===== config.mk =====
export PLATFORM = sky130hd
export DESIGN_NAME = reg_file_2r1w_flat
export DESIGN_NICKNAME = d
export VERILOG_FILES = /design/src/rtl/reg_file_2r1w_pkg.sv /design/src/rtl/reg_file_2r1w_if.sv /design/src/rtl/reg_file_2r1w_rd_port.sv /design/src/rtl/reg_file_2r1w.sv /design/src/flat_wrapper.sv
export SDC_FILE = /design/constraint.sdc
export NUM_CORES = 1
export LEC_CHECK = 0
export BUFFER_PORTS_ARGS = -buffer_cell sky130_fd_sc_hd__buf_2
export CAP_MARGIN = 25
export CORE_MARGIN = 2
export CORE_UTILIZATION = 40
export CTS_CLUSTER_SIZE = 8
export DETAILED_ROUTE_END_ITERATION = 8
export SLEW_MARGIN = 25
export SYNTH_ARGS = -nofsm -noshare
export SYNTH_HDL_FRONTEND = slang
export SYNTH_SLANG_ARGS = --single-unit

===== constraint.sdc =====
create_clock -name CLK -period 1.9 [get_ports CLK]
set_clock_uncertainty 0.05 [all_clocks]
set_input_delay 0.38 -clock CLK [delete_from_list [all_inputs] [get_ports CLK]]
set_output_delay 0.38 -clock CLK [all_outputs]
set_load 0.02 [all_outputs]

===== src/rtl/reg_file_2r1w_pkg.sv =====
// Shared types, default sizes and the byte-strobe merge for the 2R1W register file.
package reg_file_pkg;

  localparam int unsigned DEF_DATA_W = 16;
  localparam int unsigned DEF_ADDR_W = 3;

  // Upper bound on DATA_W handled by strb_merge; callers cast to/from their width.
  localparam int unsigned MAX_DATA_W = 128;
  localparam int unsigned MAX_STRB_W = MAX_DATA_W / 8;

  typedef enum logic [0:0] {
    IDLE  = 1'b0,
    CLEAR = 1'b1
  } clr_state_e;

  // Take new bytes where the strobe is set, keep old bytes elsewhere.
  function automatic logic [MAX_DATA_W-1:0] strb_merge(
    input logic [MAX_DATA_W-1:0] old_d,
    input logic [MAX_DATA_W-1:0] new_d,
    input logic [MAX_STRB_W-1:0] strb
  );
    logic [MAX_DATA_W-1:0] mask;
    logic [MAX_STRB_W-1:0] s;
    mask = '0;
    s    = strb;
    // Build the byte mask MSB-first by shifting, so no variable bit-selects are needed.
    for (int unsigned i = 0; i < MAX_STRB_W; i++) begin
      mask = {mask[MAX_DATA_W-9:0], {8{s[MAX_STRB_W-1]}}};
      s    = {s[MAX_STRB_W-2:0], 1'b0};
    end
    return (new_d & mask) | (old_d & ~mask);
  endfunction

endpackage


===== src/rtl/reg_file_2r1w_if.sv =====
// Bus between the datapath controller (master) and the register file (slave).
//   Wr*      : write request, address, data, byte strobes
//   RdEnX/RdAddrX -> RdDataX/RdValidX : read ports A and B, 1-cycle latency
//   Clr -> Busy : bulk clear start and in-progress flag
interface reg_file_2r1w_if #(
  parameter int unsigned DATA_W = reg_file_pkg::DEF_DATA_W,
  parameter int unsigned ADDR_W = reg_file_pkg::DEF_ADDR_W
);
  import reg_file_pkg::*;

  localparam int unsigned STRB_W = DATA_W / 8;

  logic              WrEn;
  logic [ADDR_W-1:0] WrAddr;
  logic [DATA_W-1:0] WrData;
  logic [STRB_W-1:0] WrStrb;
  logic              RdEnA;
  logic [ADDR_W-1:0] RdAddrA;
  logic [DATA_W-1:0] RdDataA;
  logic              RdValidA;
  logic              RdEnB;
  logic [ADDR_W-1:0] RdAddrB;
  logic [DATA_W-1:0] RdDataB;
  logic              RdValidB;
  logic              Clr;
  logic              Busy;

  modport master (
    output WrEn, WrAddr, WrData, WrStrb,
    output RdEnA, RdAddrA, RdEnB, RdAddrB, Clr,
    input  RdDataA, RdValidA, RdDataB, RdValidB, Busy
  );

  modport slave (
    input  WrEn, WrAddr, WrData, WrStrb,
    input  RdEnA, RdAddrA, RdEnB, RdAddrB, Clr,
    output RdDataA, RdValidA, RdDataB, RdValidB, Busy
  );

endinterface


===== src/rtl/reg_file_2r1w_rd_port.sv =====
// Registered read port with write-first bypass and optional hardwired-zero entry 0.
//   rd_en/rd_addr  : read request (already gated off while a clear runs)
//   mem_data       : current contents of entry[rd_addr]
//   wr_en/wr_*     : the write committing this cycle (already qualified)
//   rd_data        : registered read data, holds when no read
//   rd_valid       : one-cycle pulse per accepted read
module reg_file_rd_port
  import reg_file_pkg::*;
#(
  parameter int unsigned DATA_W   = DEF_DATA_W,
  parameter int unsigned ADDR_W   = DEF_ADDR_W,
  parameter bit          ZERO_REG = 1'b0
) (
  input  logic                CLK,
  input  logic                RST,
  input  logic                rd_en,
  input  logic [ADDR_W-1:0]   rd_addr,
  input  logic [DATA_W-1:0]   mem_data,
  input  logic                wr_en,
  input  logic [ADDR_W-1:0]   wr_addr,
  input  logic [DATA_W-1:0]   wr_data,
  input  logic [DATA_W/8-1:0] wr_strb,
  output logic [DATA_W-1:0]   rd_data,
  output logic                rd_valid
);

  logic [DATA_W-1:0] rd_next;

  // On an address hit the read sees the post-write merged value.
  always_comb begin
    rd_next = mem_data;
    if (wr_en && (wr_addr == rd_addr)) begin
      rd_next = DATA_W'(strb_merge(MAX_DATA_W'(mem_data), MAX_DATA_W'(wr_data),
                                   MAX_STRB_W'(wr_strb)));
    end
    if (ZERO_REG && (rd_addr == '0)) begin
      rd_next = '0;
    end
  end

  always_ff @(posedge CLK or negedge RST) begin
    if (!RST) begin
      rd_data  <= '0;
      rd_valid <= 1'b0;
    end else begin
      rd_valid <= rd_en;
      if (rd_en) begin
        rd_data <= rd_next;
      end
    end
  end

endmodule


===== src/rtl/reg_file_2r1w.sv =====
// DEPTH x DATA_W register file: one byte-strobed write port, two registered read
// ports with write-first bypass, optional zero entry 0, sequenced bulk clear.
//   CLK, RST : clock and asynchronous active-low reset
//   bus      : slave side of reg_file_2r1w_if (write, read A/B, Clr/Busy)
module reg_file_2r1w
  import reg_file_pkg::*;
#(
  parameter int unsigned DATA_W   = DEF_DATA_W,
  parameter int unsigned ADDR_W   = DEF_ADDR_W,
  parameter bit          ZERO_REG = 1'b0
) (
  input  logic            CLK,
  input  logic            RST,
  reg_file_2r1w_if.slave  bus
);

  localparam int unsigned DEPTH = 32'd1 << ADDR_W;

  logic [DATA_W-1:0] mem [DEPTH];
  clr_state_e        state_q, state_d;
  logic [ADDR_W-1:0] cnt_q, cnt_d;
  logic              busy;
  logic              wr_go;
  logic [DATA_W-1:0] wr_merged;
  logic [DATA_W-1:0] rd_data_a, rd_data_b;
  logic              rd_valid_a, rd_valid_b;

  assign busy = (state_q == CLEAR);

  // Writes are blocked during a clear; entry 0 is read-only when hardwired to zero.
  assign wr_go = bus.WrEn && !busy && !(ZERO_REG && (bus.WrAddr == '0));

  assign wr_merged = DATA_W'(strb_merge(MAX_DATA_W'(mem[bus.WrAddr]),
                                        MAX_DATA_W'(bus.WrData),
                                        MAX_STRB_W'(bus.WrStrb)));

  // Clear FSM state register.
  always_ff @(posedge CLK or negedge RST) begin
    if (!RST) begin
      state_q <= IDLE;
      cnt_q   <= '0;
    end else begin
      state_q <= state_d;
      cnt_q   <= cnt_d;
    end
  end

  // Clear FSM next state: one entry per cycle, exactly DEPTH cycles in CLEAR.
  always_comb begin
    state_d = state_q;
    cnt_d   = cnt_q;
    case (state_q)
      IDLE: begin
        if (bus.Clr) begin
          state_d = CLEAR;
          cnt_d   = '0;
        end
      end
      CLEAR: begin
        if (cnt_q == ADDR_W'(DEPTH - 1)) begin
          state_d = IDLE;
          cnt_d   = '0;
        end else begin
          cnt_d = cnt_q + ADDR_W'(1);
        end
      end
      default: begin
        state_d = IDLE;
        cnt_d   = '0;
      end
    endcase
  end

  // Storage: clear sequence has priority; writes are already blocked while busy.
  always_ff @(posedge CLK or negedge RST) begin
    if (!RST) begin
      mem <= '{default: '0};
    end else if (busy) begin
      mem[cnt_q] <= '0;
    end else if (wr_go) begin
      mem[bus.WrAddr] <= wr_merged;
    end
  end

  reg_file_rd_port #(
    .DATA_W   (DATA_W),
    .ADDR_W   (ADDR_W),
    .ZERO_REG (ZERO_REG)
  ) u_rd_a (
    .CLK      (CLK),
    .RST      (RST),
    .rd_en    (bus.RdEnA && !busy),
    .rd_addr  (bus.RdAddrA),
    .mem_data (mem[bus.RdAddrA]),
    .wr_en    (wr_go),
    .wr_addr  (bus.WrAddr),
    .wr_data  (bus.WrData),
    .wr_strb  (bus.WrStrb),
    .rd_data  (rd_data_a),
    .rd_valid (rd_valid_a)
  );

  reg_file_rd_port #(
    .DATA_W   (DATA_W),
    .ADDR_W   (ADDR_W),
    .ZERO_REG (ZERO_REG)
  ) u_rd_b (
    .CLK      (CLK),
    .RST      (RST),
    .rd_en    (bus.RdEnB && !busy),
    .rd_addr  (bus.RdAddrB),
    .mem_data (mem[bus.RdAddrB]),
    .wr_en    (wr_go),
    .wr_addr  (bus.WrAddr),
    .wr_data  (bus.WrData),
    .wr_strb  (bus.WrStrb),
    .rd_data  (rd_data_b),
    .rd_valid (rd_valid_b)
  );

  assign bus.RdDataA  = rd_data_a;
  assign bus.RdValidA = rd_valid_a;
  assign bus.RdDataB  = rd_data_b;
  assign bus.RdValidB = rd_valid_b;
  assign bus.Busy     = busy;

endmodule

===== src/flat_wrapper.sv =====
// flat-port wrapper written by rule: the top's interface ports become plain ports
module reg_file_2r1w_flat import reg_file_pkg::*;
#(
  parameter int unsigned DATA_W   = DEF_DATA_W,
  parameter int unsigned ADDR_W   = DEF_ADDR_W,
  parameter bit          ZERO_REG = 1'b0
)
  (CLK, RST, bus_WrEn, bus_WrAddr, bus_WrData, bus_WrStrb, bus_RdEnA, bus_RdAddrA, bus_RdEnB, bus_RdAddrB, bus_Clr, bus_RdDataA, bus_RdValidA, bus_RdDataB, bus_RdValidB, bus_Busy);
  reg_file_2r1w_if #(.DATA_W(DATA_W), .ADDR_W(ADDR_W)) bus_i ();
  input  logic CLK;
  input  logic RST;
  input wire logic [$bits(bus_i.WrEn)-1:0] bus_WrEn;
  input wire logic [$bits(bus_i.WrAddr)-1:0] bus_WrAddr;
  input wire logic [$bits(bus_i.WrData)-1:0] bus_WrData;
  input wire logic [$bits(bus_i.WrStrb)-1:0] bus_WrStrb;
  input wire logic [$bits(bus_i.RdEnA)-1:0] bus_RdEnA;
  input wire logic [$bits(bus_i.RdAddrA)-1:0] bus_RdAddrA;
  input wire logic [$bits(bus_i.RdEnB)-1:0] bus_RdEnB;
  input wire logic [$bits(bus_i.RdAddrB)-1:0] bus_RdAddrB;
  input wire logic [$bits(bus_i.Clr)-1:0] bus_Clr;
  output wire logic [$bits(bus_i.RdDataA)-1:0] bus_RdDataA;
  output wire logic [$bits(bus_i.RdValidA)-1:0] bus_RdValidA;
  output wire logic [$bits(bus_i.RdDataB)-1:0] bus_RdDataB;
  output wire logic [$bits(bus_i.RdValidB)-1:0] bus_RdValidB;
  output wire logic [$bits(bus_i.Busy)-1:0] bus_Busy;
  assign bus_i.WrEn = bus_WrEn;
  assign bus_i.WrAddr = bus_WrAddr;
  assign bus_i.WrData = bus_WrData;
  assign bus_i.WrStrb = bus_WrStrb;
  assign bus_i.RdEnA = bus_RdEnA;
  assign bus_i.RdAddrA = bus_RdAddrA;
  assign bus_i.RdEnB = bus_RdEnB;
  assign bus_i.RdAddrB = bus_RdAddrB;
  assign bus_i.Clr = bus_Clr;
  assign bus_RdDataA = bus_i.RdDataA;
  assign bus_RdValidA = bus_i.RdValidA;
  assign bus_RdDataB = bus_i.RdDataB;
  assign bus_RdValidB = bus_i.RdValidB;
  assign bus_Busy = bus_i.Busy;
  reg_file_2r1w #(.DATA_W(DATA_W), .ADDR_W(ADDR_W), .ZERO_REG(ZERO_REG)) u_core (.CLK(CLK), .RST(RST), .bus(bus_i));
endmodule

==> impl_metrics.json <==
{
  "outcome": "finished, final reports clean",
  "portBuffers": 67,
  "worstSetupPathType": "reg2out",
  "cap_violations": 0,
  "core_area_um2": 23610,
  "dieWidth_um": 159.5,
  "n_antenna_cell": 0,
  "grt_usage": 0.2621,
  "netlist_instances": 820,
  "synth_area_leader_cell": "dfrtp_1",
  "die-height_um": 159.5,
  "clock_sinks": 166,
  "cts_root_buf": "clkbuf_16",
  "cts_tree": "built",
  "fin_crit_ns": 1.822,
  "clk-insertion-delay-late_ns": 0.43,
  "async_reset_ff_frac": 1.000,
  "synthTopCellsByArea": "dfrtp_1 43%, mux4_2 15%, mux2i_1 6.7%",
  "cp_top_family": "flip-flops",
  "cts_max_level": 4,
  "rows": 56,
  "worstMarginPinSlew_ns": 0.5511,
  "critPathMaxFanout": 17,
  "ff_latch_area_um2": 4154,
  "seq_area_frac_synth": 0.4292,
  "hold_path_class": "in2reg",
  "die_area_um2": 25450,
  "cp-start-kind": "register",
  "synth_edf_count": 0,
  "vias": 8125,
  "antenna_found_initial": 2,
  "synthMuxAreaShare": 0.2290,
  "synth_area_per_cell_um2": 11.80,
  "synth_compound_area_frac": 0.2116,
  "max_stage_delay_ns": 0.50,
  "fin_util": 0.5017,
  "post-place-ws_ns": -0.3906,
  "grt_max_degree": 42,
  "cts_setup_buffers": 0,
  "hold_viol_final": 0,
  "cp-end-kind": "output port",
  "cp_num_buf_inv": 2,
  "setup_slack_ns": 0.07779,
  "setup_viol": 0,
  "slowest_stage": "dfrtp_1",
  "required_ns": 1.47,
  "synth_top_area_share": 0.4292,
  "gr-total-overflow": 0,
  "ant_nets": 0,
  "clock_path_buffers": 2,
  "first_pass_iters": 5,
  "synth_seq_cells": 166,
  "drt_iter0_markers": 812,
  "routed_wirelength_um": 32760,
  "synth.distinct_cells": 57,
  "r2r_slack_ns": 0.11,
  "synthFlopType": "dfrtp_1",
  "clkTransAtPathRegs_ns": 0.06,
  "synthAdderAreaFrac": 0.002586,
  "via_per_inst": 6.279,
  "fmax_mhz": 548.8,
  "gp_congestion": 0.8678,
  "synth-simple-area-share": 0.08546,
  "num-fill-cells": 2078,
  "worstPathArrival_ns": 1.39,
  "wl_per_cell_um": 25.32,
  "grt_first_pass_wirelength_um": 50090,
  "relSlewSlack": 0.6310,
  "grt_pass1_vias": 8134,
  "rsz0062_at_grt": "no",
  "multi_input_area_um2": 5182,
  "drive_gt1_frac": 0.3272,
  "start_util": 0.4099,
  "path_cells": "buf_4, buf_2",
  "slew_viol_final": 0,
  "ios": 68,
  "nNetsFinal": 997,
  "yosysWarnings": 0,
  "syn_nets": 855,
  "p_per_area_nw_per_um2": 1166,
  "finalCritPeriodShare": 0.9591,
  "area_growth_pct": 22.42,
  "synth_xor_area_frac": 0.005430,
  "total_leakage_power_nw": 5.177,
  "drc": 0,
  "netlist_area_um2": 9678,
  "peakVddDrop_mv": 0.6096,
  "hpwl_um": 22750,
  "cts_buffers": 17,
  "synth_top_family_by_area": "multiplexers"
}
## registers in the layout (all words and copies together) (netlist names)
signal and cells:
u_core.u_rd_a.rd_valid 1, u_core.u_rd_a.rd_data 16, u_core.mem 128, u_core.u_rd_b.rd_valid 1, u_core.bus.Busy 1, u_core.cnt_q 3
u_core.u_rd_b.rd_data 16
## through the flow
stage	hold slack, ns	setup TNS (ns)	instances	total power, W	area (um2)
floorplan	0.03441	-0.006247	820	0.008245	9684
global placement	0.2565	-40.99	1261	0.01038	11270
detailed placement	0.2592	-42.44	1261	0.01048	11270
CTS	0.1178	0	1294	0.01378	11830
global route	0.1411	0	1294	0.01449	11850
finish	0.1266	0	1294	0.01381	11850
## logic make-up after synthesis
kind of cell             count (synthesis)
buffers and inverters                   79
AO/OA/AOI/OAI                          266
adder cells (fa/ha/maj)                  2
multiplexers                           140
XOR/XNOR                                 6
AND/OR/NAND/NOR                        161
flip-flops                             166
## synthesized netlist by cell type (11+ instances only)
master / count
dfrtp_1: 166
o21ai_0: 95
nand2_1: 88
mux2i_1: 65
mux4_2: 64
clkbuf_1: 37
a22oi_1: 32
a22o_1: 28
buf_2: 23
o2bb2ai_1: 23
a32o_1: 20
and2_1: 13
nand2b_1: 11
## metal layers
layer / global-route usage / share of wire
met1: 0.3578 / 0.42
met2: 0.4014 / 0.45
met3: 0.05991 / 0.088
met4: 0.1140 / 0.040
met5: 0 / 0.00082
## layout make-up
class,instances,share of cell area
clock buffers,21,0.03802
repair buffers,191,0.1282
clock inverters,11,0.008554
well taps,319,0.03369
inverters,11,0.003485
flip-flops and latches,166,0.3506
multi-input cells,575,0.4374
## cell usage in the layout, fill, tap and decap left out, types with 3 or more instances in the layout
cell type,n
nor2b_1,5
and2_1,13
clkinv_4,4
nand2_1,88
inv_1,10
o32ai_4,7
o21ai_0,95
or3b_2,5
o22ai_1,9
buf_4,103
o2bb2ai_1,23
o221ai_1,6
nand3_1,6
dfrtp_1,166
nand4b_1,4
a21oi_1,9
mux2i_1,65
a21o_1,3
buf_2,65
mux4_2,64
nor2_1,7
xor2_1,6
clkinv_2,4
a211oi_1,5
clkbuf_16,17
nor4_2,4
a22oi_1,32
clkbuf_1,3
and3_1,3
a32o_1,20
o21ai_1,6
a22o_1,28
a221o_1,9
nand2b_1,10
mux2_2,10
buf_12,19
## path summary, 6_finish.rpt
path | cells past startpoint | from | endpoint
worst max-delay path | 2 | u_core.bus.Busy | bus_Busy
worst min-delay path | 2 | bus_Clr | u_core.cnt_q[0]
worst max register to register | 4 | u_core.mem[9] | u_core.mem[89]
worst min register to register | 2 | u_core.u_rd_a.rd_data[1] | u_core.u_rd_a.rd_data[1]
max in group asynchronous | 3 | RST | u_core.mem[37]
min in group asynchronous | 2 | RST | u_core.mem[58]
## power breakdown
group          internal [W]  switching, W
clock network       0.00184       0.00148
logic               0.00226       0.00279
registers           0.00450      0.000942
## repair_timing
action                     in CTS  in global routing
hold buffers                    1                  0
setup endpoints to repair       0                 36
hold endpoints to repair       30                  0
gates resized for setup         0                  4
No activity file was read; power rests on OpenSTA's default activity.
